[src/rtl/tx_handshake_mc.sv]
// Multi-channel router-core to TX handshake: round-robin input arbitration into
// a small FIFO, drained one word per TX transmission via the valid/ready level protocol.
module tx_handshake_mc #(
  parameter int NUM_CH = 4,
  parameter int DATA_W = 8,
  parameter int DEPTH  = 4,
  parameter int CH_W   = $clog2(NUM_CH),
  parameter int CNT_W  = $clog2(DEPTH) + 1
) (
  input  logic                     clk,
  input  logic                     rst_n,
  input  logic [NUM_CH-1:0]        rc_has_data,
  input  logic [NUM_CH*DATA_W-1:0] rc_data,
  output logic [NUM_CH-1:0]        tx_ready,
  input  logic                     TX_Data_Ready,
  output logic                     TX_Data_Valid,
  output logic [DATA_W-1:0]        TX_Data,
  output logic [CH_W-1:0]          TX_Ch,
  output logic [CNT_W-1:0]         fifo_count
);

  localparam int AW = $clog2(DEPTH);

  typedef enum logic [1:0] {
    ST_SYNC = 2'd0,
    ST_IDLE = 2'd1,
    ST_XFER = 2'd2
  } state_e;

  state_e            state_q, state_d;
  logic [DATA_W-1:0] mem_data_q [DEPTH];
  logic [DATA_W-1:0] mem_data_d [DEPTH];
  logic [CH_W-1:0]   mem_ch_q   [DEPTH];
  logic [CH_W-1:0]   mem_ch_d   [DEPTH];
  logic [AW-1:0]     wr_ptr_q, wr_ptr_d;
  logic [AW-1:0]     rd_ptr_q, rd_ptr_d;
  logic [CH_W-1:0]   rr_ptr_q, rr_ptr_d;
  logic [CNT_W-1:0]  count_q, count_d;

  logic              grant_found;
  logic [CH_W-1:0]   grant_idx;
  int unsigned       scan_idx;
  logic              full;
  logic              push;
  logic              pop;
  logic [DATA_W-1:0] push_word;

  // First requester at or after rr_ptr, wrapping modulo NUM_CH.
  always_comb begin
    grant_found = 1'b0;
    grant_idx   = '0;
    scan_idx    = 0;
    for (int unsigned k = 0; k < NUM_CH; k++) begin
      scan_idx = (32'(rr_ptr_q) + k) % NUM_CH;
      if (!grant_found && rc_has_data[CH_W'(scan_idx)]) begin
        grant_found = 1'b1;
        grant_idx   = CH_W'(scan_idx);
      end
    end
  end

  assign full = (count_q == CNT_W'(DEPTH));
  assign push = grant_found && !full;

  always_comb begin
    tx_ready = '0;
    if (push) tx_ready[grant_idx] = 1'b1;
  end

  always_comb begin
    push_word = rc_data[grant_idx*DATA_W +: DATA_W];
  end

  always_comb begin
    state_d = state_q;
    pop     = 1'b0;
    case (state_q)
      ST_SYNC: if (TX_Data_Ready) state_d = ST_IDLE;
      ST_IDLE: if (count_q != '0) state_d = ST_XFER;
      ST_XFER: begin
        // Falling TX_Data_Ready means the TX unit has taken the word.
        if (!TX_Data_Ready) begin
          pop     = 1'b1;
          state_d = ST_SYNC;
        end
      end
      default: state_d = ST_SYNC;
    endcase
  end

  always_comb begin
    mem_data_d = mem_data_q;
    mem_ch_d   = mem_ch_q;
    wr_ptr_d   = wr_ptr_q;
    rd_ptr_d   = rd_ptr_q;
    rr_ptr_d   = rr_ptr_q;
    count_d    = count_q;
    if (push) begin
      mem_data_d[wr_ptr_q] = push_word;
      mem_ch_d[wr_ptr_q]   = grant_idx;
      wr_ptr_d             = wr_ptr_q + 1'b1;
      rr_ptr_d             = CH_W'((32'(grant_idx) + 1) % NUM_CH);
    end
    if (pop) rd_ptr_d = rd_ptr_q + 1'b1;
    case ({push, pop})
      2'b10:   count_d = count_q + 1'b1;
      2'b01:   count_d = count_q - 1'b1;
      default: count_d = count_q;
    endcase
  end

  always_ff @(posedge clk or negedge rst_n) begin
    if (!rst_n) begin
      state_q    <= ST_SYNC;
      mem_data_q <= '{default: '0};
      mem_ch_q   <= '{default: '0};
      wr_ptr_q   <= '0;
      rd_ptr_q   <= '0;
      rr_ptr_q   <= '0;
      count_q    <= '0;
    end else begin
      state_q    <= state_d;
      mem_data_q <= mem_data_d;
      mem_ch_q   <= mem_ch_d;
      wr_ptr_q   <= wr_ptr_d;
      rd_ptr_q   <= rd_ptr_d;
      rr_ptr_q   <= rr_ptr_d;
      count_q    <= count_d;
    end
  end

  assign TX_Data_Valid = (state_q == ST_XFER);
  assign TX_Data       = mem_data_q[rd_ptr_q];
  assign TX_Ch         = mem_ch_q[rd_ptr_q];
  assign fifo_count    = count_q;

endmodule

[config.mk]
export PLATFORM = sky130hd
export DESIGN_NAME = tx_handshake_mc
export DESIGN_NICKNAME = d
export VERILOG_FILES = /design/src/rtl/tx_handshake_mc.sv
export SDC_FILE = /design/constraint.sdc
export NUM_CORES = 1
export LEC_CHECK = 0
export BUFFER_PORTS_ARGS = -buffer_cell sky130_fd_sc_hd__buf_2
export CAP_MARGIN = 20
export CORE_ASPECT_RATIO = 0.7
export CORE_MARGIN = 2
export CORE_UTILIZATION = 45
export CTS_BUF_LIST = sky130_fd_sc_hd__clkbuf_4 sky130_fd_sc_hd__clkbuf_8
export CTS_CLUSTER_DIAMETER = 60
export DETAILED_ROUTE_END_ITERATION = 12
export MAX_ROUTING_LAYER = met4
export PLACE_DENSITY = 0.65
export SLEW_MARGIN = 25
export SYNTH_ARGS = -nofsm -noshare
export SYNTH_HDL_FRONTEND = slang
export SYNTH_SLANG_ARGS = --single-unit
[constraint.sdc]
create_clock -name clk -period 4.2 [get_ports clk]
set_clock_uncertainty 0.1 [all_clocks]
set_input_delay 0.63 -clock clk [delete_from_list [all_inputs] [get_ports clk]]
set_output_delay 0.63 -clock clk [all_outputs]
set_load 0.02 [all_outputs]
==> results of run 1 <==
==> cells by family (layout without fill, tap and decap cells) <==
kind of cell    Yosys count  count (layout)  share of synthesized area, %
simple gates             47              47                          10.4
xor+xnor                  6               6                          1.79
flops                    51              51                          43.4
compound gates           87              87                          24.7
mux                      22              22                          12.2
fa+ha+maj                10              10                          4.51
buf+inv                  18              71                          2.94
==> synth_stat cells, types with 2 or more instances <==
master,count,area [sq um]
a21boi_0,9,67.6
a21o_1,5,37.5
a221o_1,32,320
and3_1,4,25.0
and3_4,8,90.1
buf_2,6,30.0
clkbuf_1,4,15.0
dfrtp_1,51,1280
ha_1,9,113
inv_1,6,22.5
mux2_2,10,113
mux2i_1,2,20.0
mux4_2,10,225
nand2_1,8,30.0
nand2b_1,2,12.5
nand3_1,4,20.0
nor2_1,9,33.8
nor2b_1,2,12.5
nor3_2,4,40.0
o21a_1,32,240
o21ai_0,6,30.0
xnor2_1,4,35.0
xor2_1,2,17.5
==> power by group through the flow <==
stage | clock [mW] | sequential [mW] | combinational [mW]
final | 0.373 | 0.945 | 1.41
after detailed placement | 0 | 0.952 | 1.41
after CTS | 0.380 | 0.945 | 1.41
after global routing | 0.395 | 0.982 | 1.54
after floorplan | 0 | 0.870 | 1.11
after global placement | 0 | 0.947 | 1.39
==> final cells by class <==
type                       count  area [sq um]  share of cell area, %
clock buffer                   6          82.6                   2.44
clock inverter                 2          38.8                   1.15
timing repair buffer          57           288                   8.51
sequential                    51          1280                   37.7
inverter                       6          22.5                  0.666
multi-input combinational    172          1580                   46.6
tap                           78          97.6                   2.89
==> final timing paths <==
path | endpoint | slack, ps | from
worst max-delay path | tx_ready[2] | 1090 | rr_ptr_q[0]
min in group clk | state_q[0] | 350 | state_q[1]
worst min-delay path | fifo_count[0] | 70 | rst_n
worst min register to register | state_q[0] | 350 | state_q[1]
max in group asynchronous | mem_data_q[23] | 3110 | rst_n
worst max register to register | mem_data_q[23] | 1590 | fifo_count[1]
==> flip-flops by register name, summed over array words and instances, names as in the netlist <==
name / cells
rd_ptr_q: 2
mem_ch_q: 8
rr_ptr_q: 2
mem_data_q: 32
state_q: 2
fifo_count: 3
wr_ptr_q: 2
==> per-layer routing <==
layer	global-route usage [%]	wire length (um)	up-vias
li1	-	-	1042
met1	33.8	3570	1115
met2	33.3	3310	80
met3	3.80	440	8
met4	5.48	76	0
met5	-	0	-
==> critical path: stages, from the launching register on <==
cell     delay (ps)
dfrtp_1         400
and2b_1         200
a311o_2         500
nand2_2         350
inv_1           120
ha_1            210
and3_1          130
buf_2           150
==> layout by cell type, fill, tap and decap left out <==
cell type	count
a21boi_0	9
a21o_1	5
a21oi_1	1
a221o_1	32
a311o_2	1
and2_1	1
and2b_1	1
and3_1	4
and3_4	8
buf_2	56
buf_4	1
bufinv_16	1
clkbuf_8	6
dfrtp_1	51
fa_1	1
ha_1	9
inv_1	6
inv_6	1
mux2_2	10
mux2i_1	2
mux4_2	10
nand2_1	8
nand2_2	1
nand2b_1	2
nand3_1	4
nor2_1	9
nor2b_1	2
nor3_1	1
nor3_2	4
o21a_1	32
o21ai_0	6
o2bb2ai_2	1
or3b_2	1
or4_1	1
xnor2_1	4
xor2_1	2
==> reports/results.tsv, run 1 <==
metric	value	unit
critPathLaunchType	flop	
dp_hpwl	5.12	mm
place_congestion	0.773	
p_sw_share	41.7	%
n_antenna_cell	0	
end_kind	primary output	
grt_pass1_vias	2214	
io-pin-count	57	
portBuffers	56	
synth_edf_count	0	
ys_async_sr_fraction	100	%
grt-ovfl-total	0	
clockPowerShare	13.7	%
grt_util_all_layers	22.9	%
cp.arrival	2380	ps
power	2.72	mW
setup_ws	1090	ps
syn_nets	290	
slew_viol_final	0	
rsz0062_at_grt	false	
antenna_found_initial	0	
cp_max_fo	17	
ctsHoldBuffers	0	
avgSynthCellArea	12.2	sq um
cts_buffer_depth	2	
p_switching	1.14	mW
ys_seq_elements	51	
fill_cells	558	
tightest_slew	813	ps
ctsRootBufferMaster	clkbuf_8	
power_density	805	nW/um^2
ctsResizeCount	0	
synth_cells	241	
drc	0	
synth_seq_area_share	43.4	%
ir_worst_vdd	0.000310	V
cap_violations	0	
setup_violations	0	
core-area	6280	sq um
grt_pass1_wl	12.1	mm
cts_made_buffers	5	
maxClockFrequency	322	MHz
placed_area	3260	sq um
whs	72.5	ps
slew_headroom	45.6	%
design_area	3380	sq um
grt_max_degree	41	
synth_ff_type	dfrtp_1	
finish.utilization	53.9	%
cts_htree_levels	2	
ys_warn_count	0	
min_period	3110	ps
rows	24	
reg2reg_depth	4	
die_w	101	um
holdCritPathClass	in2async	
wl	7.39	mm
dr_total_vias	2245	
start_util	46.8	%
firstDrtPassIters	4	
pwr-share-seq	34.7	%
cts_tree	done	
nNetsFinal	342	
worstPathRequired	3470	ps
p_comb_share	51.6	%
syn_area	2940	sq um
fin_crit_sh	74.0	%
yosys.cell_types.count	35	
clk_latency	320	ps
outcome	completed	
routedWlPerCell	19.9	um
fin_setup_tns	0	ps
die_area	7200	sq um
instances_no_fill	372	
cts_setup_buffers	0	
place_ws	1080	ps
leakage	1.57	nW
clk_pin_slew	100	ps
drt_iter0_drc	91	
place_inst	364	
ant_nets	0	
crit_type	reg2out	
syn_to_final_growth	15.1	%
hold_viol	0	
fp.dieH	71.6	um
cts.sinks	51	
p_int	1.59	mW
drive_above_1_share	34.4	%
vias_per_cell	6.03	
Note: power is estimated with default switching activity, not from simulation.
==> run 2: changes to the inputs <==
==> constraint.sdc (replaced) <==
create_clock -name clk -period 2.9 [get_ports clk]
set_clock_uncertainty 0.1 [all_clocks]
set_input_delay 0.435 -clock clk [delete_from_list [all_inputs] [get_ports clk]]
set_output_delay 0.435 -clock clk [all_outputs]
set_load 0.02 [all_outputs]
==> reports/results.tsv, run 2 (synthesis results as in run 1) <==
metric	value	unit	change
setup_violations	0		unchanged
dp_hpwl	5.16	mm	+0.73%
final_common_cell	buf_2		
placed_area	3330	sq um	+2.3%
start_util	46.8	%	unchanged
wl	7.45	mm	+0.73%
slew_viol_final	0		unchanged
leakage	1.62	nW	+3.0%
rows	24		unchanged
grt_util_all_layers	22.9	%	-0.029 points
cts_htree_levels	2		unchanged
ant_nets	0		unchanged
cts_setup_buffers	0		unchanged
slew_headroom	42.3	%	-3.3 points
drt_iter0_drc	181		+99%
io-pin-count	57		unchanged
wl_met3	540	um	+23%
syn_to_final_growth	18.2	%	
clk_pin_slew	90	ps	about the same
core-area	6280	sq um	unchanged
drc	0		unchanged
cts_made_buffers	5		unchanged
dr_total_vias	2223		-0.98%
crit_type	reg2out		
cts_buffer_depth	2		unchanged
hold_viol	0		unchanged
routedWlPerCell	19.5	um	-1.9%
die_w	101	um	unchanged
largest_reg_flops	32		unchanged
ir_worst_vdd	0.000394	V	+27%
cts_tree	done		
outcome	completed		
firstDrtPassIters	4		unchanged
top_layer	met4		
maxClockFrequency	374	MHz	
power_density	1180	nW/um^2	+46%
top_register	mem_data_q		
holdCritPathClass	in2async		
place_ws	353	ps	-722 ps
n_antenna_cell	0		unchanged
finish.utilization	55.3	%	+1.5 points
setup_ws	225	ps	-868 ps
fp.dieH	71.6	um	unchanged
wl_met2	3.31	mm	+0.18%
antenna_found_initial	0		unchanged
clk_latency	310	ps	about the same
rsz0062_at_grt	false		
cp_max_fo	9		-8
die_area	7200	sq um	unchanged
place_congestion	0.811		+4.9%
cts.sinks	51		unchanged
nNetsFinal	352		+2.9%
met1_length	3.58	mm	+0.14%
grt_max_degree	52		+27%
end_kind	primary output		
tightest_slew	862	ps	+49.1 ps
fin_crit_sh	92.2	%	
min_period	2670	ps	
worstPathRequired	2370	ps	-1100 ps
vias_per_cell	5.82		-3.6%
design_area	3470	sq um	+2.7%
most-common-layout-cells	buf_2 (56), dfrtp_1 (51), o21a_1 (32), a221o_1 (32), buf_4 (11)		
grt_pass1_vias	2227		+0.59%
grt-ovfl-total	0		unchanged
critPathLaunchType	flop		
grt_pass1_wl	12.1	mm	-0.34%
cap_violations	0		unchanged
fin_setup_tns	0	ps	unchanged
portBuffers	56		unchanged
cp.arrival	2140	ps	-240 ps
drive_above_1_share	36.8	%	+2.5 points
ctsRootBufferMaster	clkbuf_8		
==> run 2: layout make-up <==
cell class	instances	area [sq um]
well taps	78	97.6
inverters	6	22.5
clock inverters	3	67.6
repair buffers	67	363
fillers	534	2800
multi-input cells	172	1580
clock buffers	5	68.8
flip-flops and latches	51	1280
==> run 2: timing repair <==
action,CTS,global route
hold buffers,0,0
gates resized for setup,0,1
setup endpoints to repair,0,2
endpoints found under the hold margin,0,0
==> run 2: stage by stage <==
| step | hold WS [ps] | cells | power, mW |
|---|---|---|---|
| floorplan | 39.4 | 241 | 2.87 |
| global placement | 323 | 374 | 3.47 |
| detailed placement | 350 | 374 | 3.52 |
| CTS | 150 | 382 | 4.11 |
| global route | 177 | 382 | 4.39 |
| finish | 130 | 382 | 4.10 |
==> run 2: worst paths after layout <==
| path | start | end | slack (ps) | cells past startpoint |
|---|---|---|---|---|
| max | rr_ptr_q[0] | tx_ready[2] | 230 | 7 |
| min | rst_n | fifo_count[0] | 130 | 2 |
| max reg2reg | fifo_count[1] | fifo_count[1] | 430 | 6 |
| min reg2reg | state_q[1] | state_q[0] | 340 | 1 |
| max in group asynchronous | rst_n | mem_data_q[10] | 2130 | 2 |
| min in group clk | TX_Data_Ready | state_q[0] | 290 | 3 |
==> run 2: critical path: stages, from the launching register on <==
cell and delay, ps:
dfrtp_1 410, and2b_1 190, a311o_2 370, nand2_2 260
inv_1 120, ha_1 210, and3_1 130, buf_2 150
==> run 2: metal layers <==
layer / GRT usage [%] / up-vias
li1: - / 1062
met1: 33.1 / 1084
met2: 33.6 / 75
met3: 5.95 / 2
met4: 3.35 / 0
met5: - / -
==> run 2: report_power, final <==
group	leakage (nW)	switching (mW)	internal, mW
registers	0.630	0.258	1.06
logic	0.926	1.16	1.02
clock network	0.0644	0.246	0.344
total	1.62	1.67	2.43
